==> config.mk <==
export PLATFORM = sky130hd
export DESIGN_NAME = a2d_conv_scheduler
export DESIGN_NICKNAME = d
export VERILOG_FILES = /design/src/rtl/a2d_conv_scheduler.sv
export SDC_FILE = /design/constraint.sdc
export NUM_CORES = 1
export LEC_CHECK = 0
export CORE_AREA = 4 4 110 112
export DETAILED_ROUTE_END_ITERATION = 6
export DIE_AREA = 0 0 114 116
export PLACE_DENSITY = 0.47
export SLEW_MARGIN = 15
export SYNTH_ARGS = -nofsm -noshare
export SYNTH_HDL_FRONTEND = slang
export SYNTH_SLANG_ARGS = --single-unit
==> constraint.sdc <==
create_clock -name clk -period 2.3 [get_ports clk]
set_input_delay 0.23 -clock clk [delete_from_list [all_inputs] [get_ports clk]]
set_output_delay 0.23 -clock clk [all_outputs]
set_load 0.005 [all_outputs]
==> src/rtl/a2d_conv_scheduler.sv <==
`default_nettype none
// ============================================================================
//  Module      : a2d_conv_scheduler
//  Description : Round-robin conversion scheduler for the shared ADC128S SPI
//                master. Each nxt strobe runs one two-transaction conversion
//                (channel select, then result read) on the next channel in
//                the order left load cell, right load cell, steer pot,
//                battery, and keeps the latest 12-bit result per channel.
//  Revision    : 1.0  initial release
// ============================================================================
module a2d_conv_scheduler #(
    parameter logic [2:0]  CH_LFT     = 3'd0,
    parameter logic [2:0]  CH_RGHT    = 3'd4,
    parameter logic [2:0]  CH_STEER   = 3'd5,
    parameter logic [2:0]  CH_BATT    = 3'd6,
    parameter int unsigned GAP_CYCLES = 2
) (
    input  logic        clk,
    input  logic        rst,
    input  logic        nxt,
    output logic        spi_wrt,
    output logic [15:0] spi_cmd,
    input  logic        spi_done,
    input  logic [15:0] spi_rd_data,
    output logic [11:0] lft_ld,
    output logic [11:0] rght_ld,
    output logic [11:0] steer_pot,
    output logic [11:0] batt,
    output logic        busy,
    output logic        conv_vld,
    output logic [1:0]  conv_ch,
    output logic        nxt_ovr
);

    localparam logic [3:0] c_GAP_LOAD = 4'(GAP_CYCLES);

    typedef enum logic [2:0] {
        S_IDLE  = 3'd0,
        S_SEL   = 3'd1,
        S_WAIT1 = 3'd2,
        S_GAP   = 3'd3,
        S_RD    = 3'd4,
        S_WAIT2 = 3'd5,
        S_LATCH = 3'd6
    } state_t;

    state_t      r_state;
    state_t      w_state_nxt;

    logic        r_spi_wrt;
    logic [15:0] r_spi_cmd;
    logic [1:0]  r_rr;
    logic [3:0]  r_gap_cnt;
    logic [11:0] r_lft_ld;
    logic [11:0] r_rght_ld;
    logic [11:0] r_steer_pot;
    logic [11:0] r_batt;
    logic        r_conv_vld;
    logic [1:0]  r_conv_ch;
    logic        r_nxt_ovr;

    logic        w_issue;     // launch an SPI transaction next clock
    logic        w_gap_load;  // first transaction finished, start gap count
    logic        w_latch;     // read transaction finished, capture result
    logic        w_gap_last;
    logic [2:0]  w_ch;

    // The upper MISO bits carry no conversion data.
    logic        w_unused_rd_hi;
    assign w_unused_rd_hi = |spi_rd_data[15:12];

    assign w_gap_last = (r_gap_cnt <= 4'd1);

    // Map the round-robin pointer onto the physical ADC channel.
    always_comb begin
        w_ch = CH_BATT;
        case (r_rr)
            2'd0:    w_ch = CH_LFT;
            2'd1:    w_ch = CH_RGHT;
            2'd2:    w_ch = CH_STEER;
            default: w_ch = CH_BATT;
        endcase
    end

    // State register.
    always_ff @(posedge clk) begin
        if (rst) begin
            r_state <= S_IDLE;
        end else begin
            r_state <= w_state_nxt;
        end
    end

    // Next-state decode. spi_wrt is registered, so the launch is requested one
    // clock ahead: from SEL for the select word and from the last gap clock
    // for the read word, which keeps exactly GAP_CYCLES idle clocks between
    // the first spi_done and the second spi_wrt.
    always_comb begin
        w_state_nxt = r_state;
        w_issue     = 1'b0;
        w_gap_load  = 1'b0;
        w_latch     = 1'b0;
        case (r_state)
            S_IDLE: begin
                if (nxt) begin
                    w_state_nxt = S_SEL;
                end
            end
            S_SEL: begin
                w_issue     = 1'b1;
                w_state_nxt = S_WAIT1;
            end
            S_WAIT1: begin
                // spi_done during the launch clock belongs to no transaction.
                if (spi_done && !r_spi_wrt) begin
                    w_gap_load  = 1'b1;
                    w_state_nxt = S_GAP;
                end
            end
            S_GAP: begin
                if (w_gap_last) begin
                    w_issue     = 1'b1;
                    w_state_nxt = S_RD;
                end
            end
            S_RD: begin
                w_state_nxt = S_WAIT2;
            end
            S_WAIT2: begin
                if (spi_done) begin
                    w_latch     = 1'b1;
                    w_state_nxt = S_LATCH;
                end
            end
            S_LATCH: begin
                w_state_nxt = S_IDLE;
            end
            default: begin
                w_state_nxt = S_IDLE;
            end
        endcase
    end

    // Registered SPI handshake, gap counter, result registers and pulses.
    always_ff @(posedge clk) begin
        if (rst) begin
            r_spi_wrt   <= 1'b0;
            r_spi_cmd   <= 16'h0000;
            r_rr        <= 2'd0;
            r_gap_cnt   <= 4'd0;
            r_lft_ld    <= 12'h000;
            r_rght_ld   <= 12'h000;
            r_steer_pot <= 12'h000;
            r_batt      <= 12'h000;
            r_conv_vld  <= 1'b0;
            r_conv_ch   <= 2'd0;
            r_nxt_ovr   <= 1'b0;
        end else begin
            r_spi_wrt  <= w_issue;
            r_conv_vld <= w_latch;
            r_nxt_ovr  <= nxt && (r_state != S_IDLE);

            if (r_state == S_SEL) begin
                r_spi_cmd <= {2'b00, w_ch, 11'h000};
            end

            if (w_gap_load) begin
                r_gap_cnt <= c_GAP_LOAD;
            end else if ((r_state == S_GAP) && !w_gap_last) begin
                r_gap_cnt <= r_gap_cnt - 4'd1;
            end

            if (w_latch) begin
                r_conv_ch <= r_rr;
                case (r_rr)
                    2'd0:    r_lft_ld    <= spi_rd_data[11:0];
                    2'd1:    r_rght_ld   <= spi_rd_data[11:0];
                    2'd2:    r_steer_pot <= spi_rd_data[11:0];
                    default: r_batt      <= spi_rd_data[11:0];
                endcase
            end

            if (r_state == S_LATCH) begin
                r_rr <= r_rr + 2'd1;
            end
        end
    end

    assign spi_wrt   = r_spi_wrt;
    assign spi_cmd   = r_spi_cmd;
    assign lft_ld    = r_lft_ld;
    assign rght_ld   = r_rght_ld;
    assign steer_pot = r_steer_pot;
    assign batt      = r_batt;
    assign busy      = (r_state != S_IDLE);
    assign conv_vld  = r_conv_vld;
    assign conv_ch   = r_conv_ch;
    assign nxt_ovr   = r_nxt_ovr;

endmodule
`default_nettype wire

======== Word-level counts from Yosys, hierarchy flattened ========
Index checks and enable logic that the tools add are counted.
word-level totals
  logic and storage cells ................. 59
  bits of input ports ..................... 20
  output and inout bits ................... 70
  register bits ........................... 65
cells by class
  equal/unequal tests ..................... 12
  reduce and logical (&&, ||, !) cells .... 16
  bitwise logic cells ..................... 1
  muxes and demuxes ....................... 14
  magnitude comparators ................... 1
  add/sub/neg operators ................... 2
operator list
  cell                                                            count
  case mux 3 bit (6 select lines)                                 1
  two-way mux 3 bit                                               4
  equality test 3 bit, second input constant                      3
  case mux 3 bit (3 select lines)                                 1
  != test 2 bit, second input constant                            4
  AND reduction 2 bit                                             4
  equality test 3 x 2 -> 1 bit, second input constant             2
  two-way mux 1 bit                                               5
  less-or-equal comparator 4 x 1 -> 1 bit, second input constant  1
  two-way mux 2 bit                                               2
  AND reduction 4 bit                                             1
  subtractor 4 x 1 -> 4 bit, second input constant                1
  equality test 3 x 1 -> 1 bit, second input constant             1
  logical AND 1 bit                                               3
  logical NOT 3 bit                                               1
  nonzero test 3 bit                                              1
  OR reduction 3 bit                                              1
  adder 2 x 1 -> 2 bit, second input constant                     1
  equality test 2 x 1 -> 1 bit, second input constant             1
  equality test 2 bit, second input constant                      1
  logical NOT 1 bit                                               2
  logical NOT 2 bit                                               1
  case mux 1 bit (2 select lines)                                 1
  nonzero test 2 bit                                              1
  other kinds (2)                                                 2

======== Logic depth before layout (Yosys ltp) ========
Gate-level depths: netlist of run 1.
  word-level depth ........................ 5
  gate-level depth with buffers ........... 6
  gate-level depth less buffers ........... 6

======== Worst setup path after synthesis of run 1 ========
OpenSTA, ideal clock, no wires.
  kind .................................... register -> register
  start ................................... register r_gap_cnt[0]
  end ..................................... register r_gap_cnt[3]
  library setup time ...................... 0.123 ns
  required time ........................... 2.177 ns
  stages on the path, launching flop included .. 7
  period minus slack after synthesis ...... 1.394 ns
  buffers on the path ..................... 0
  setup slack ............................. 0.906 ns
  arrival ................................. 1.271 ns
  cells stage by stage .................... dfxtp_1 -> inv_1 -> ha_1 -> nor2_1 -> o31a_2 -> nand2_1 -> mux2_1
on the way
  cells in the longest elaborated chain, start to end .. 3
  elaborated cells between the ends (all ways) .. 4
  classes of those cells .................. add/sub: 1; order compare: 1; reduce/logical: 2
RTL lines
  element                                  line  text
  from (decl)                              53    logic [3:0] r_gap_cnt;
  from (signal assigned)                   168   r_gap_cnt <= c_GAP_LOAD;
  from (signal assigned)                   170   r_gap_cnt <= r_gap_cnt - 4'd1;
  less-or-equal comparator 4 x 1 -> 1 bit  72    assign w_gap_last = (r_gap_cnt <= 4'd1);
  logical NOT 1 bit                        169   end else if ((r_state == S_GAP) && !w_gap_last) begin
  logical AND 1 bit                        169
Several ways; a longest one is shown, not always the timed one.
A chain may end at the register's enable or synchronous reset.

======== Worst setup path in the final report of run 1 ========
  start ................................... register r_state[1]
  end ..................................... output port busy
on the way
  cells in the longest elaborated chain, start to end .. 1
RTL lines
  element                 line  text
  from (decl)             47    state_t r_state;
  from (signal assigned)  90    r_state <= w_state_nxt;
  nonzero test 3 bit      195   assign busy = (r_state != S_IDLE);
  to (decl)               29    output logic busy,
Every way passes these cells.

==> flow_summary.yaml, run 1 <==
grt:
  grt_use_met3_pct: 4.02
  overflow: 0
  grt_pass1_wl_mm: 11.8
  grt.total_usage_pct: 11.7
  antenna_found_initial: 0
  grt_max_degree: 59
  use_met2_pct: 19.2
  grt-busiest-layer: "met2"
  grt_use_met1_pct: 14.2
  grt_pass1_vias: 2178
critical_path:
  slowest_stage: "or3_2"
  cp_top_family: "simple AND/OR/NAND/NOR gates"
  path_class: "reg -> out"
  path_depth: 2
  r2r_setup_slack_ns: 0.64
  crit_buf_inv: 1
  crit_fanout: 13
  cp.arrival_ns: 1.70
  cp-start-kind: "register"
  crit_path_start: "r_state[1]"
  worstPathCellList: "or3_2 > clkdlybuf4s50_1"
  required_ns: 2.07
  reg2reg_from: "r_state[1]"
  cp_slowest_stage_delay_ns: 0.50
  ff2ff_path_depth: 4
  end_kind: "primary output"
sta:
  finalSetupViolCount: 0
  timing.fmax_mhz: 518
  slew_violations: 0
  rsz0062_at_grt: "false"
  hold_viol_final: 0
  period_minus_slack_ns: 1.93
  max_slew_margin_pct: 59.6
  worst_clock_skew_ns: 0.0105
  setup_tns_ns: 0
  tightest_slew_ns: 0.602
  min_period_over_period_pct: 84.0
synth:
  synth-async-reset-ratio_pct: 0
  synthTopCellsByCount: "nand2_1 (101), dfxtp_1 (65), a21oi_2 (30)"
  ys_ff_latch: 65
  synth_most_common_cell: "nand2_1"
  synth.cell_area_um2: 2750
  synth_ff_type: "dfxtp_1"
  syn_avg_cell_area_um2: 8.73
  yosysSeqAreaShare_pct: 47.3
  yosysTopAreaCellShare_pct: 47.3
  synth_cells: 315
  synth_area_leader_cell: "dfxtp_1"
  ys_types: 39
  synth_edf_count: 0
  synth.area.top_cells: "dfxtp_1 (47%), nand2_1 (14%), a21oi_2 (9.6%), buf_4 (3.5%), a21oi_1 (3.5%)"
  yosysWarnings: 0
clock_network:
  ctsLongestPathBuffers: 2
  clk_pin_slew_worst_paths_ns: 0.06
  post_cts_buffers: 0
  cts-root-buf: "clkbuf_16"
  clkLatencyLatePin_ns: 0.33
  ctsResizeCount: 0
  htree_levels: 3
  cts_tree: "built"
  clock_sinks: 65
  numCtsBuffers: 9
  cts_hold_buf: 0
die:
  core_um2: 11200
  die_height_um: 116
  initial_utilization_pct: 24.5
  dieArea_um2: 13200
  row_count: 39
  die_width_um: 114
  io_pins: 90
detailed_routing:
  drt_iter0_markers: 80
  drc_errors: 0
  wl_per_cell_um: 13.9
  via_count: 2252
  postRouteAntennaNets: 0
  finalWirelength_mm: 7.43
  dr.pass1.iters: 4
  post_drt_via_cell_ratio: 4.23
final_layout:
  stdcell_area_um2: 3880
  antenna_cells: 0
  nFillCells: 1190
  utilization_pct: 34.6
  drive_above_1_share_pct: 16.2
  synthToLayoutAreaGrowth_pct: 41.2
  final_nets: 411
placement:
  port-buffer-count: 72
  gp_congestion: 0.741
  place_area_um2: 3530
  dp_hpwl_mm: 5.29
power:
  leakage_nw: 1.31
  finalPower_mw: 2.91
  ir_worst_vdd_uv: 376
  cellPowerDensity_nw_per_um2: 749
run:
  cap_violations: 0
hold_path:
  worstHoldPathType: "in -> reg"
  hold_depth: 2
  holdCritStartpoint: "rst"
run_status:
  outcome: "finished clean"
cell usage in the layout, fill, tap and decap left out, types with 3 or more instances in the layout:
| cell type | count |
|---|---|
| nand2_1 | 101 |
| clkdlybuf4s50_1 | 71 |
| dfxtp_1 | 65 |
| a21oi_2 | 30 |
| a21oi_1 | 19 |
| conb_1 | 13 |
| nor2_1 | 9 |
| clkbuf_16 | 9 |
| inv_1 | 7 |
| mux2i_1 | 7 |
| nor3_1 | 6 |
| ha_1 | 6 |
| buf_4 | 5 |
| nand3b_1 | 3 |
| nor2b_1 | 3 |
| and2_4 | 3 |
| o21ai_0 | 3 |
| bufinv_16 | 3 |
| inv_6 | 3 |
metrics by stage:
| stage | setup WS [ns] | cells | hold slack [ns] |
|---|---|---|---|
| after CTS | 0.353 | 533 | 0.209 |
| after global placement | 0.418 | 517 | 0.444 |
| after floorplan | 0.906 | 327 | 0.357 |
| after global routing | 0.303 | 533 | 0.260 |
| final | 0.369 | 533 | 0.223 |
| after detailed placement | 0.390 | 517 | 0.449 |
path summary, 6_finish.rpt:
check | endpoint
max | busy
min | r_state[2]
max reg2reg | r_gap_cnt[3]
min reg2reg | batt[11]
cell families (layout without fill, tap and decap cells):
| kind of cell | Yosys count | in the layout | synth area share, % |
|---|---|---|---|
| simple gates | 135 | 135 | 21.5 |
| flops | 65 | 65 | 47.3 |
| compound gates | 60 | 60 | 16.0 |
| buf+inv | 38 | 101 | 8.73 |
| mux | 8 | 8 | 2.96 |
| fa+ha+maj | 6 | 6 | 2.73 |
| xor+xnor | 2 | 2 | 0.637 |
| other cells | 1 | 13 | 0.136 |
final cells by class:
cell class | count | area [um2] | share of cell area (%)
Tap cell | 143 | 179 | 4.61
Multi-Input combinational cell | 224 | 1250 | 32.3
Inverter | 7 | 26.3 | 0.677
Timing Repair Buffer | 78 | 773 | 19.9
Clock inverter | 7 | 125 | 3.22
Sequential cell | 65 | 1300 | 33.5
Clock buffer | 9 | 225 | 5.80
worst reg2reg max path, delay by kind of cell (launching register included):
family        cells  cell delay (ns)
simple gates      3             0.70
flops             1             0.55
mux               1             0.30
state kept, by name (all words and copies together), names as in the netlist:
| register | flops |
|---|---|
| steer_pot | 12 |
| r_gap_cnt | 4 |
| batt | 12 |
| conv_ch | 2 |
| nxt_ovr | 1 |
| spi_wrt | 1 |
| r_state | 3 |
| lft_ld | 12 |
| rght_ld | 12 |
| conv_vld | 1 |
| r_rr | 2 |
| spi_cmd | 3 |
routing by layer:
layer  up-vias  wire length (um)
met2        71              3520
met4         0               114
met5         -                 0
li1       1147                 -
met3        10               535
met1      1024              3260
power breakdown:
group / leakage [nW] / switching [mW] / internal (mW)
clock: 0.171 / 0.535 / 1.07
sequential: 0.524 / 0.0163 / 1.14
combinational: 0.611 / 0.0772 / 0.0687
total: 1.31 / 0.628 / 2.28
Power figures use the tool's default switching activity.
==> run 2, diff against run 1 <==
--- a/config.mk
+++ b/config.mk
@@ -8,7 +8,7 @@
 export CORE_AREA = 4 4 110 112
 export DETAILED_ROUTE_END_ITERATION = 6
 export DIE_AREA = 0 0 114 116
-export PLACE_DENSITY = 0.47
+export PLACE_DENSITY = 0.49
 export SLEW_MARGIN = 15
 export SYNTH_ARGS = -nofsm -noshare
 export SYNTH_HDL_FRONTEND = slang
==> constraint.sdc (replaced) <==
create_clock -name clk -period 1.6 [get_ports clk]
set_input_delay 0.16 -clock clk [delete_from_list [all_inputs] [get_ports clk]]
set_output_delay 0.16 -clock clk [all_outputs]
set_load 0.005 [all_outputs]
==> flow_summary.yaml, run 2 (synthesis results as in run 1) <==
sta:
  worst_clock_skew_ns: 0.00533
  timing.fmax_mhz: 643
  rsz0062_at_grt: "false"
  period_minus_slack_ns: 1.55
  min_period_over_period_pct: 97.1
  slew_violations: 0
  hold_ws_ns: 0.186
  finalSetupViolCount: 0
  hold_viol_final: 0
  fin_ws_ns: 0.0459
  setup_tns_ns: 0
critical_path:
  path_class: "reg -> out"
  ff2ff_path_depth: 6
  cp.arrival_ns: 1.39
  required_ns: 1.44
  reg2reg_from: "r_gap_cnt[1]"
  cp-start-kind: "register"
  worstPathCellList: "or3_2 > clkdlybuf4s15_1"
  r2r-end: "r_gap_cnt[3]"
  crit_fanout: 8
  cp_slowest_stage_delay_ns: 0.48
  r2r_setup_slack_ns: 0.10
  end_kind: "primary output"
  slowest_stage: "or3_2"
hold_path:
  worstHoldPathType: "in -> reg"
  holdCritStartpoint: "rst"
  hold_depth: 2
  hold_path_end: "r_state[2]"
final_layout:
  synthToLayoutAreaGrowth_pct: 41.8
  multi_input_area_um2: 1250
  layout_common_cells: "nand2_1 (101), clkdlybuf4s50_1 (70), dfxtp_1 (63)"
  stdcell_area_um2: 3900
  nFillCells: 1170
  final_nets: 418
  drive_above_1_share_pct: 17.9
  layout_commonest_cell: "nand2_1"
  seq_area_um2: 1310
  antenna_cells: 0
clock_network:
  cts-root-buf: "clkbuf_16"
  clkLatencyLatePin_ns: 0.32
  numCtsBuffers: 9
  post_cts_buffers: 0
  htree_levels: 3
  clk_pin_slew_worst_paths_ns: 0.05
  cts_tree: "built"
  clock_sinks: 65
  ctsLongestPathBuffers: 2
grt:
  grt_pass1_vias: 2277
  grt_pass1_wl_mm: 11.6
  grt.total_usage_pct: 11.3
  overflow: 0
  antenna_found_initial: 0
  grt_max_degree: 30
run_status:
  outcome: "finished clean"
die:
  die_height_um: 116
  io_pins: 90
  row_count: 39
  die_width_um: 114
  core_um2: 11200
  dieArea_um2: 13200
  initial_utilization_pct: 24.5
detailed_routing:
  wl_met1_mm: 3.30
  wl_met3_um: 603
  via_count: 2282
  drt_iter0_markers: 81
  dr_wl_met2_mm: 3.44
  finalWirelength_mm: 7.45
  routed.top_layer: "met4"
  dr.pass1.iters: 4
  post_drt_via_cell_ratio: 4.23
  wl_per_cell_um: 13.8
  drc_errors: 0
  postRouteAntennaNets: 0
placement:
  place_area_um2: 3570
  port-buffer-count: 72
  dp_hpwl_mm: 5.33
  post-place-ws_ns: -0.00383
  gp_congestion: 0.728
power:
  finalPower_mw: 3.98
  seqPwrFrac_pct: 41.6
  comb_power_share_pct: 5.6
  cellPowerDensity_nw_per_um2: 1020
  ir_worst_vdd_uv: 484
  switching_share_pct: 21.1
  leakage_nw: 1.33
  clock_power_share_pct: 52.8
  p_int_mw: 3.15
  power.switching_mw: 0.839
run:
  cap_violations: 0
## run 2: changes by cell type in the layout (fill, tap and decap cells not counted), moves of 2 or more
cell and change:
clkinv_2 +2, inv_6 -3, dfxtp_1 -2, buf_4 +8
## run 2: power by group through the flow
stage	logic (mW)	registers (mW)	clock network, mW
after floorplan	0.137	1.68	0
after global routing	0.247	1.66	2.24
after detailed placement	0.228	1.69	0
after global placement	0.226	1.69	0
final	0.224	1.66	2.10
after CTS	0.226	1.66	2.17
## run 2: layer usage
metal / GRT usage, % / up-vias
li1: - / 1162
met4: 3.88 / 0
met2: 18.2 / 76
met1: 13.8 / 1035
met5: 0 / -
met3: 4.44 / 9
## run 2: area by class of cell
class | instances | share of cell area (%)
Inverter | 7 | 0.674
Clock buffer | 11 | 6.22
Sequential cell | 65 | 33.5
Timing Repair Buffer | 85 | 20.9
Multi-Input combinational cell | 224 | 32.1
Tap cell | 143 | 4.59
Clock inverter | 5 | 2.02
## run 2: timing repair
item / in CTS / in global routing
gates resized for setup: 4 / 1
endpoints found under the setup margin: 1 / 1
hold buffers: 0 / 0
## run 2: worst max-delay path by stage
stage | slack, ns | endpoint | from
2_1_floorplan | 0.21 | r_gap_cnt[3] | r_gap_cnt[0]
3_3_place_gp | 0.02 | r_gap_cnt[3] | spi_done
3_5_place_dp | -0.004 | batt[5] | spi_done
4_1_cts | 0.03 | busy | r_state[0]
5_1_grt | 0.008 | busy | r_state[0]
6_report | 0.05 | busy | r_state[0]
## run 2: critical path: cells and delay by family, from the launching register on
family | cells | cell delay, ns
AND/OR/NAND/NOR | 1 | 0.48
flip-flops | 1 | 0.36
buffers and inverters | 1 | 0.22
## run 2: per-stage QoR
step | instances | util, %
2_1_floorplan | 327 | -
3_3_place_gp | 524 | 31.8
3_5_place_dp | 524 | 31.8
4_1_cts | 540 | 34.7
5_1_grt | 540 | 34.7
6_report | 540 | 34.7
